## src/rtl/prog_rom_bus_ctl_pkg.sv

```systemverilog
// Shared definitions for the program ROM bus controller: ROM geometry,
// wait-state counter width and the controller state encoding.
package prog_rom_bus_ctl_pkg;

  localparam int ROM_AW = 13;  // word address width of one 8Kx8 ROM
  localparam int ROM_DW = 8;   // data width of one ROM (one byte lane)
  localparam int WS_W   = 3;   // wait-state counter width (0..7)

  typedef enum logic [2:0] {
    ST_IDLE,
    ST_FETCH,
    ST_CAPTURE,
    ST_WAIT,
    ST_ACK
  } state_e;

endpackage

```

## src/rtl/prog_rom_bus_ctl_if.sv

```systemverilog
// 68000-side bus as seen by the ROM controller: the CPU (master) drives the
// address/strobe/direction, the controller (slave) returns data and DTACK.
interface prog_rom_bus_ctl_if;

  logic [23:1] cpu_a;
  logic        cpu_as_n;
  logic        cpu_rw;
  logic [15:0] cpu_d_out;
  logic        cpu_d_oe;
  logic        cpu_dtack_n;

  modport master (
    output cpu_a, cpu_as_n, cpu_rw,
    input  cpu_d_out, cpu_d_oe, cpu_dtack_n
  );

  modport slave (
    input  cpu_a, cpu_as_n, cpu_rw,
    output cpu_d_out, cpu_d_oe, cpu_dtack_n
  );

endinterface

```

## src/rtl/prog_rom_bus_ctl_pair_mux.sv

```systemverilog
// Selects the {hi, lo} byte pair of one ROM pair out of the packed ROM
// output buses and merges it into a 16-bit CPU word.
module prog_rom_bus_ctl_pair_mux
  import prog_rom_bus_ctl_pkg::*;
#(
  parameter int PAIR_BITS = 2
) (
  input  logic [PAIR_BITS-1:0]               pair_i,
  input  logic [ROM_DW*(2**PAIR_BITS)-1:0]   rom_d_hi_i,
  input  logic [ROM_DW*(2**PAIR_BITS)-1:0]   rom_d_lo_i,
  output logic [2*ROM_DW-1:0]                word_o
);

  // Pair p occupies bits [8p+7:8p] of each packed bus.
  assign word_o = {rom_d_hi_i[int'(pair_i)*ROM_DW +: ROM_DW],
                   rom_d_lo_i[int'(pair_i)*ROM_DW +: ROM_DW]};

endmodule

```

## src/rtl/prog_rom_bus_ctl.sv

```systemverilog
// 68000-side controller for the program ROM array. Decodes the CPU address,
// drives the shared ROM address and one-hot chip enables, absorbs the ROMs'
// one-cycle registered read latency, adds optional wait states and keeps a
// one-word cache of the last ROM read. All outputs are registered.
module prog_rom_bus_ctl
  import prog_rom_bus_ctl_pkg::*;
#(
  parameter int          PAIR_BITS   = 2,
  parameter logic [23:0] BASE        = 24'h000000,
  parameter int          WAIT_STATES = 0,
  parameter bit          CACHE_EN    = 1'b1
) (
  input  logic                              clk,
  input  logic                              reset_n,
  prog_rom_bus_ctl_if.slave                 bus,
  output logic [ROM_AW-1:0]                 rom_a,
  output logic [(2**PAIR_BITS)-1:0]         rom_ce,
  input  logic [ROM_DW*(2**PAIR_BITS)-1:0]  rom_d_hi,
  input  logic [ROM_DW*(2**PAIR_BITS)-1:0]  rom_d_lo,
  output logic                              wr_err
);

  localparam int NUM_PAIRS = 2**PAIR_BITS;
  localparam int TAG_LSB   = 14 + PAIR_BITS;

  state_e                 state_q;
  logic [WS_W-1:0]        ws_cnt_q;
  logic [PAIR_BITS-1:0]   pair_q;
  logic [23:1]            cur_a_q;
  logic [ROM_AW-1:0]      rom_a_q;
  logic [NUM_PAIRS-1:0]   rom_ce_q;
  logic [15:0]            d_out_q;
  logic                   d_oe_q;
  logic                   dtack_n_q;
  logic                   wr_err_q;
  logic                   cache_vld_q;
  logic [23:1]            cache_a_q;
  logic [15:0]            cache_d_q;

  logic                   hit;
  logic                   cache_hit;
  logic [PAIR_BITS-1:0]   pair;
  logic [ROM_AW-1:0]      word;
  logic [15:0]            rom_word;

  // Address decode: window tag, pair select and ROM word index.
  assign hit       = !bus.cpu_as_n && (bus.cpu_a[23:TAG_LSB] == BASE[23:TAG_LSB]);
  assign pair      = bus.cpu_a[13+PAIR_BITS:14];
  assign word      = bus.cpu_a[13:1];
  assign cache_hit = CACHE_EN && cache_vld_q && (bus.cpu_a == cache_a_q);

  // The pair index is registered at request time so the mux stays stable
  // while the ROM output is captured.
  prog_rom_bus_ctl_pair_mux #(
    .PAIR_BITS (PAIR_BITS)
  ) u_pair_mux (
    .pair_i     (pair_q),
    .rom_d_hi_i (rom_d_hi),
    .rom_d_lo_i (rom_d_lo),
    .word_o     (rom_word)
  );

  // Bus FSM with registered outputs, wait counter and last-word cache.
  always_ff @(posedge clk or negedge reset_n) begin
    if (!reset_n) begin
      state_q     <= ST_IDLE;
      ws_cnt_q    <= '0;
      pair_q      <= '0;
      cur_a_q     <= '0;
      rom_a_q     <= '0;
      rom_ce_q    <= '0;
      d_out_q     <= '0;
      d_oe_q      <= 1'b0;
      dtack_n_q   <= 1'b1;
      wr_err_q    <= 1'b0;
      cache_vld_q <= 1'b0;
      cache_a_q   <= '0;
      cache_d_q   <= '0;
    end else begin
      // NOTE: non-blocking assignments so every register updates from the
      // values held before the edge, independent of statement order.
      case (state_q)
        ST_IDLE: begin
          if (hit) begin
            if (!bus.cpu_rw) begin
              // Writes to ROM are acknowledged without touching the ROMs.
              wr_err_q  <= 1'b1;
              dtack_n_q <= 1'b0;
              d_oe_q    <= 1'b0;
              state_q   <= ST_ACK;
            end else if (cache_hit) begin
              d_out_q   <= cache_d_q;
              dtack_n_q <= 1'b0;
              d_oe_q    <= 1'b1;
              state_q   <= ST_ACK;
            end else begin
              rom_a_q  <= word;
              rom_ce_q <= NUM_PAIRS'(1) << pair;
              pair_q   <= pair;
              cur_a_q  <= bus.cpu_a;
              state_q  <= ST_FETCH;
            end
          end
        end

        ST_FETCH: begin
          // ROMs sample rom_a on this edge; data is valid after it.
          if (bus.cpu_as_n) begin
            rom_ce_q <= '0;
            state_q  <= ST_IDLE;
          end else begin
            state_q  <= ST_CAPTURE;
          end
        end

        ST_CAPTURE: begin
          rom_ce_q    <= '0;
          d_out_q     <= rom_word;
          cache_vld_q <= 1'b1;
          cache_a_q   <= cur_a_q;
          cache_d_q   <= rom_word;
          if (bus.cpu_as_n) begin
            state_q <= ST_IDLE;
          end else if (WAIT_STATES == 0) begin
            dtack_n_q <= 1'b0;
            d_oe_q    <= 1'b1;
            state_q   <= ST_ACK;
          end else begin
            ws_cnt_q <= WS_W'(WAIT_STATES);
            state_q  <= ST_WAIT;
          end
        end

        ST_WAIT: begin
          if (bus.cpu_as_n) begin
            state_q <= ST_IDLE;
          end else if (ws_cnt_q == WS_W'(1)) begin
            dtack_n_q <= 1'b0;
            d_oe_q    <= 1'b1;
            state_q   <= ST_ACK;
          end else begin
            ws_cnt_q <= ws_cnt_q - WS_W'(1);
          end
        end

        ST_ACK: begin
          // Hold the acknowledge until the CPU drops its strobe.
          if (bus.cpu_as_n) begin
            dtack_n_q <= 1'b1;
            d_oe_q    <= 1'b0;
            state_q   <= ST_IDLE;
          end
        end

        default: state_q <= ST_IDLE;
      endcase
    end
  end

  assign bus.cpu_d_out   = d_out_q;
  assign bus.cpu_d_oe    = d_oe_q;
  assign bus.cpu_dtack_n = dtack_n_q;
  assign rom_a           = rom_a_q;
  assign rom_ce          = rom_ce_q;
  assign wr_err          = wr_err_q;

endmodule
```

## src/flat_wrapper.sv

```systemverilog
// flat-port wrapper written by rule: the top's interface ports become plain ports
module prog_rom_bus_ctl_flat import prog_rom_bus_ctl_pkg::*;
#(
  parameter int          PAIR_BITS   = 2,
  parameter logic [23:0] BASE        = 24'h000000,
  parameter int          WAIT_STATES = 0,
  parameter bit          CACHE_EN    = 1'b1
)
  (clk, reset_n, rom_a, rom_ce, rom_d_hi, rom_d_lo, wr_err, bus_cpu_a, bus_cpu_as_n, bus_cpu_rw, bus_cpu_d_out, bus_cpu_d_oe, bus_cpu_dtack_n);
  prog_rom_bus_ctl_if bus_i ();
  input  logic clk;
  input  logic reset_n;
  output logic [ROM_AW-1:0] rom_a;
  output logic [(2**PAIR_BITS)-1:0] rom_ce;
  input  logic [ROM_DW*(2**PAIR_BITS)-1:0] rom_d_hi;
  input  logic [ROM_DW*(2**PAIR_BITS)-1:0] rom_d_lo;
  output logic wr_err;
  input wire logic [$bits(bus_i.cpu_a)-1:0] bus_cpu_a;
  input wire logic [$bits(bus_i.cpu_as_n)-1:0] bus_cpu_as_n;
  input wire logic [$bits(bus_i.cpu_rw)-1:0] bus_cpu_rw;
  output wire logic [$bits(bus_i.cpu_d_out)-1:0] bus_cpu_d_out;
  output wire logic [$bits(bus_i.cpu_d_oe)-1:0] bus_cpu_d_oe;
  output wire logic [$bits(bus_i.cpu_dtack_n)-1:0] bus_cpu_dtack_n;
  assign bus_i.cpu_a = bus_cpu_a;
  assign bus_i.cpu_as_n = bus_cpu_as_n;
  assign bus_i.cpu_rw = bus_cpu_rw;
  assign bus_cpu_d_out = bus_i.cpu_d_out;
  assign bus_cpu_d_oe = bus_i.cpu_d_oe;
  assign bus_cpu_dtack_n = bus_i.cpu_dtack_n;
  prog_rom_bus_ctl #(.PAIR_BITS(PAIR_BITS), .BASE(BASE), .WAIT_STATES(WAIT_STATES), .CACHE_EN(CACHE_EN)) u_core (.clk(clk), .reset_n(reset_n), .bus(bus_i), .rom_a(rom_a), .rom_ce(rom_ce), .rom_d_hi(rom_d_hi), .rom_d_lo(rom_d_lo), .wr_err(wr_err));
endmodule
```

## config.mk

```make
export PLATFORM = sky130hd
export DESIGN_NAME = prog_rom_bus_ctl_flat
export DESIGN_NICKNAME = d
export VERILOG_FILES = /design/src/rtl/prog_rom_bus_ctl_pkg.sv /design/src/rtl/prog_rom_bus_ctl_if.sv /design/src/rtl/prog_rom_bus_ctl_pair_mux.sv /design/src/rtl/prog_rom_bus_ctl.sv /design/src/flat_wrapper.sv
export SDC_FILE = /design/constraint.sdc
export NUM_CORES = 1
export LEC_CHECK = 0
export CAP_MARGIN = 20
export CORE_UTILIZATION = 40
export CTS_CLUSTER_DIAMETER = 150
export DETAILED_ROUTE_END_ITERATION = 10
export PLACE_DENSITY = 0.68
export RECOVER_POWER = 25
export SLEW_MARGIN = 30
export SYNTH_ARGS = -nofsm -noshare
export SYNTH_HDL_FRONTEND = slang
export SYNTH_SLANG_ARGS = --single-unit
```

## constraint.sdc

```tcl
create_clock -name clk -period 5 [get_ports clk]
set_input_delay 1 -clock clk [delete_from_list [all_inputs] [get_ports clk]]
set_output_delay 1 -clock clk [all_outputs]
set_load 0.05 [all_outputs]
```

==> flow_summary.ini <==
[run_status]
status = complete, but fails checks
failed_checks = max-capacitance violations, max-slew violations

[drt]
drt-pass1-iter-count = 4
vias_per_cell = 5.20
ant_nets = 0
wirelength_um = 11100
drc = 0
wl_per_cell_um = 16.3
drt_iter0_drc = 158
vias = 3543

[floorplan]
num_rows = 38
ioPinCount = 127
die_area_um2 = 11900
die_height_um = 109
core_um2 = 11000
die_x_um = 109
start_util_pct = 41.7

[sta]
fin_crit_ns = 3.55
rsz0062_at_grt = no
slew_viol_final = 93
hold_viol = 0
slew_headroom_pct = -49.0
setup_viol = 0
finalCritPeriodShare_pct = 71.1
setup_tns_ns = 0
fin_skew_ns = 0.00883
tightest_slew_ns = 2.23
fmax_mhz = 281

[global_route]
gr-total-overflow = 0
grt_pass1_wl_um = 17600
grt_start_max_net_pins = 93
grt_use_total_pct = 19.3
grt_antenna_before_repair = 0
first_global_vias = 3485

[synth]
netlist.area_leader.share_pct = 49.5
synth_fp_nets = 527
synth_top_family_by_area = simple AND/OR/NAND/NOR gates
synthCells = 434
synth-seq-cells = 92
yosysTopAreaCell = dfrtp_1
synth-xor-area-share_pct = 4.95
yosysWarnings = 0
seq_area_frac_synth_pct = 50.1
synth_fa_ha_area_share_pct = 0.544
synthSimpleGateAreaFrac_pct = 19.2
yosys.cell_types.count = 44
yosysMostFrequentCell = nand2_1
synth_area_um2 = 4600
synth_compound_area_share_pct = 6.09
muxShareOfSynthArea_pct = 13.5
synthFlopType = dfrtp_1
avgSynthCellArea_um2 = 10.6
synth_common_cells = nand2_1, dfrtp_1, mux4_2, o211ai_1, xnor2_1
synth.area.top_cells = dfrtp_1, nand2_1, mux4_2, mux2_4, xnor2_1
async_reset_ff_share_pct = 100
synth_edf_count = 0

[cts]
cts-root-buf = clkbuf_16
clk_pin_slew_ns = 0.07
numCtsBuffers = 9
clock_latency_ns = 0.34
cts_sinks = 92
hold_buffers = 0
post_cts_resized = 0
cts_setup_buffers = 0
tritoncts = yes
cts_buffer_depth = 2
h-tree-depth = 3

[critical_path]
worst-setup-path-type = input port to register
crit_family = simple AND/OR/NAND/NOR gates
cp_num_buf_inv = 1
path_cells = clkdlybuf4s50_1 -> or4_4 -> nor4_1 -> and3_1 -> and2_1 -> o211ai_1
endpoint_kind = register
required_ns = 5.19
cp_data_arrival_time_ns = 3.75
critPathSlowestCell = and3_1
cpPeakStageDelay_ns = 0.62
cp-start-kind = input port
critPathMaxFanout = 17

[cells_and_area]
fillers = 959
syn_to_final_growth_pct = 33.9
nNetsFinal = 630
finalInstanceArea_um2 = 6160
drive_gt1_share_pct = 12.2
seqCellArea_um2 = 2300
fin_cells = 682
insertedDiodeCount = 0
utilization_pct = 55.9
multi_input_area_um2 = 2050

[power_and_ir_drop]
power.density_nw_per_um2 = 269
vdd_drop_max_mv = 0.199
p_leak_nw = 2.74

[hold_path]
min_path_type = register to register

[place]
dp_hpwl_um = 8060
placed_area_um2 = 5850
io_buffers = 126
place.gp.congestion = 0.881
dp_cells = 666

[job]
drv_cap = 1
[through the flow]
stage / worst slack (ns) / power (W) / hold WS [ns]
CTS: 1.45 / 0.00168 / 0.462
global route: 1.27 / 0.00172 / 0.480
floorplan: 2.12 / 0.000853 / 0.431
detailed placement: 1.09 / 0.000967 / 0.444
global placement: 1.17 / 0.000965 / 0.444
finish: 1.45 / 0.00166 / 0.456
[worst paths after layout]
kind / start / end / slack, ns / cells after the start
min reg2reg: u_core.cur_a_q[19]$_DFFE_PN0P_ / u_core.cache_a_q[19]$_DFFE_PN0P_ / 0.46 / 2
max reg2reg: u_core.state_q[0]$_DFFE_PN0P_ / u_core.bus.cpu_d_out[8]$_DFFE_PN0P_ / 2.13 / 5
min: u_core.cur_a_q[19]$_DFFE_PN0P_ / u_core.cache_a_q[19]$_DFFE_PN0P_ / 0.46 / 2
max in group asynchronous: reset_n / u_core.pair_q[0]$_DFFE_PN0P_ / 2.24 / 1
min in group asynchronous: reset_n / u_core.cache_a_q[6]$_DFFE_PN0P_ / 1.32 / 1
max: bus_cpu_a[15] / u_core.bus.cpu_d_out[8]$_DFFE_PN0P_ / 1.45 / 6
[where the power goes]
part           internal, W  switching, W  total, W  leakage, nW
logic             0.000104     0.0000797  0.000184         1.47
clock network     0.000411      0.000299  0.000710        0.153
registers         0.000756     0.0000110  0.000767         1.12
total              0.00127      0.000390   0.00166         2.74
[layer usage]
layer	global-route usage [%]	vias up	routed length, µm
met1	25.6	1747	4840
met5	0	-	0
met2	31.9	105	5410
li1	-	1675	-
met4	6.00	0	180
met3	3.77	16	683
[placed cells by master (no fill, tap or decap), drive strengths merged, types with 2 or more instances in the layout]
cell type | Yosys | final
nand2 | 137 | 137
clkdlybuf4s50 | 0 | 125
dfrtp | 91 | 91
mux2 | 19 | 19
o211ai | 17 | 17
mux4 | 16 | 16
xnor2 | 16 | 16
nand3 | 13 | 13
nand4 | 11 | 11
clkbuf | 13 | 11
inv | 8 | 11
xor2 | 10 | 10
nor2b | 8 | 8
nor2 | 7 | 7
nor4 | 6 | 6
nand2b | 5 | 5
a21oi | 4 | 4
buf | 25 | 4
o21ai | 3 | 3
or4 | 3 | 3
a211oi | 3 | 3
and2 | 2 | 2
and3 | 2 | 2
nor3 | 2 | 2
ha | 2 | 2
[flip-flops by register name, summed over array words and instances, names as in the netlist, 3 cells and up]
register / flops
u_core.bus.cpu_d_out: 16
u_core.cache_a_q: 23
u_core.cache_d_q: 16
u_core.cur_a_q: 22
u_core.rom_ce: 4
u_core.state_q: 3
u_core.ws_cnt_q: 3
[cell type report]
| class | instances | share of cell area (%) |
|---|---|---|
| tap | 140 | 2.84 |
| multi-input combinational | 296 | 33.3 |
| clock inverter | 6 | 1.26 |
| sequential | 92 | 37.4 |
| clock buffer | 10 | 3.88 |
| inverter | 8 | 0.487 |
| timing repair buffer | 130 | 20.9 |
[kinds of logic (layout without fill, tap and decap cells)]
logic type | after synthesis | count (layout)
AOI/OAI and AO/OA | 34 | 34
xor gates and xnor gates | 26 | 26
adders and majority gates | 2 | 2
buffers and inverters | 46 | 154
DFF | 92 | 92
muxes | 36 | 36
and+or+nand+nor | 198 | 198
[worst register-to-register path, cell delays in order (launching register included)]
cell and delay [ns]:
dfrtp_1 0.51, or4b_4 0.58, nor4_1 0.19, and3_1 0.62, and2_1 0.62, o211ai_1 0.19
Power figures use the tool's default switching activity.
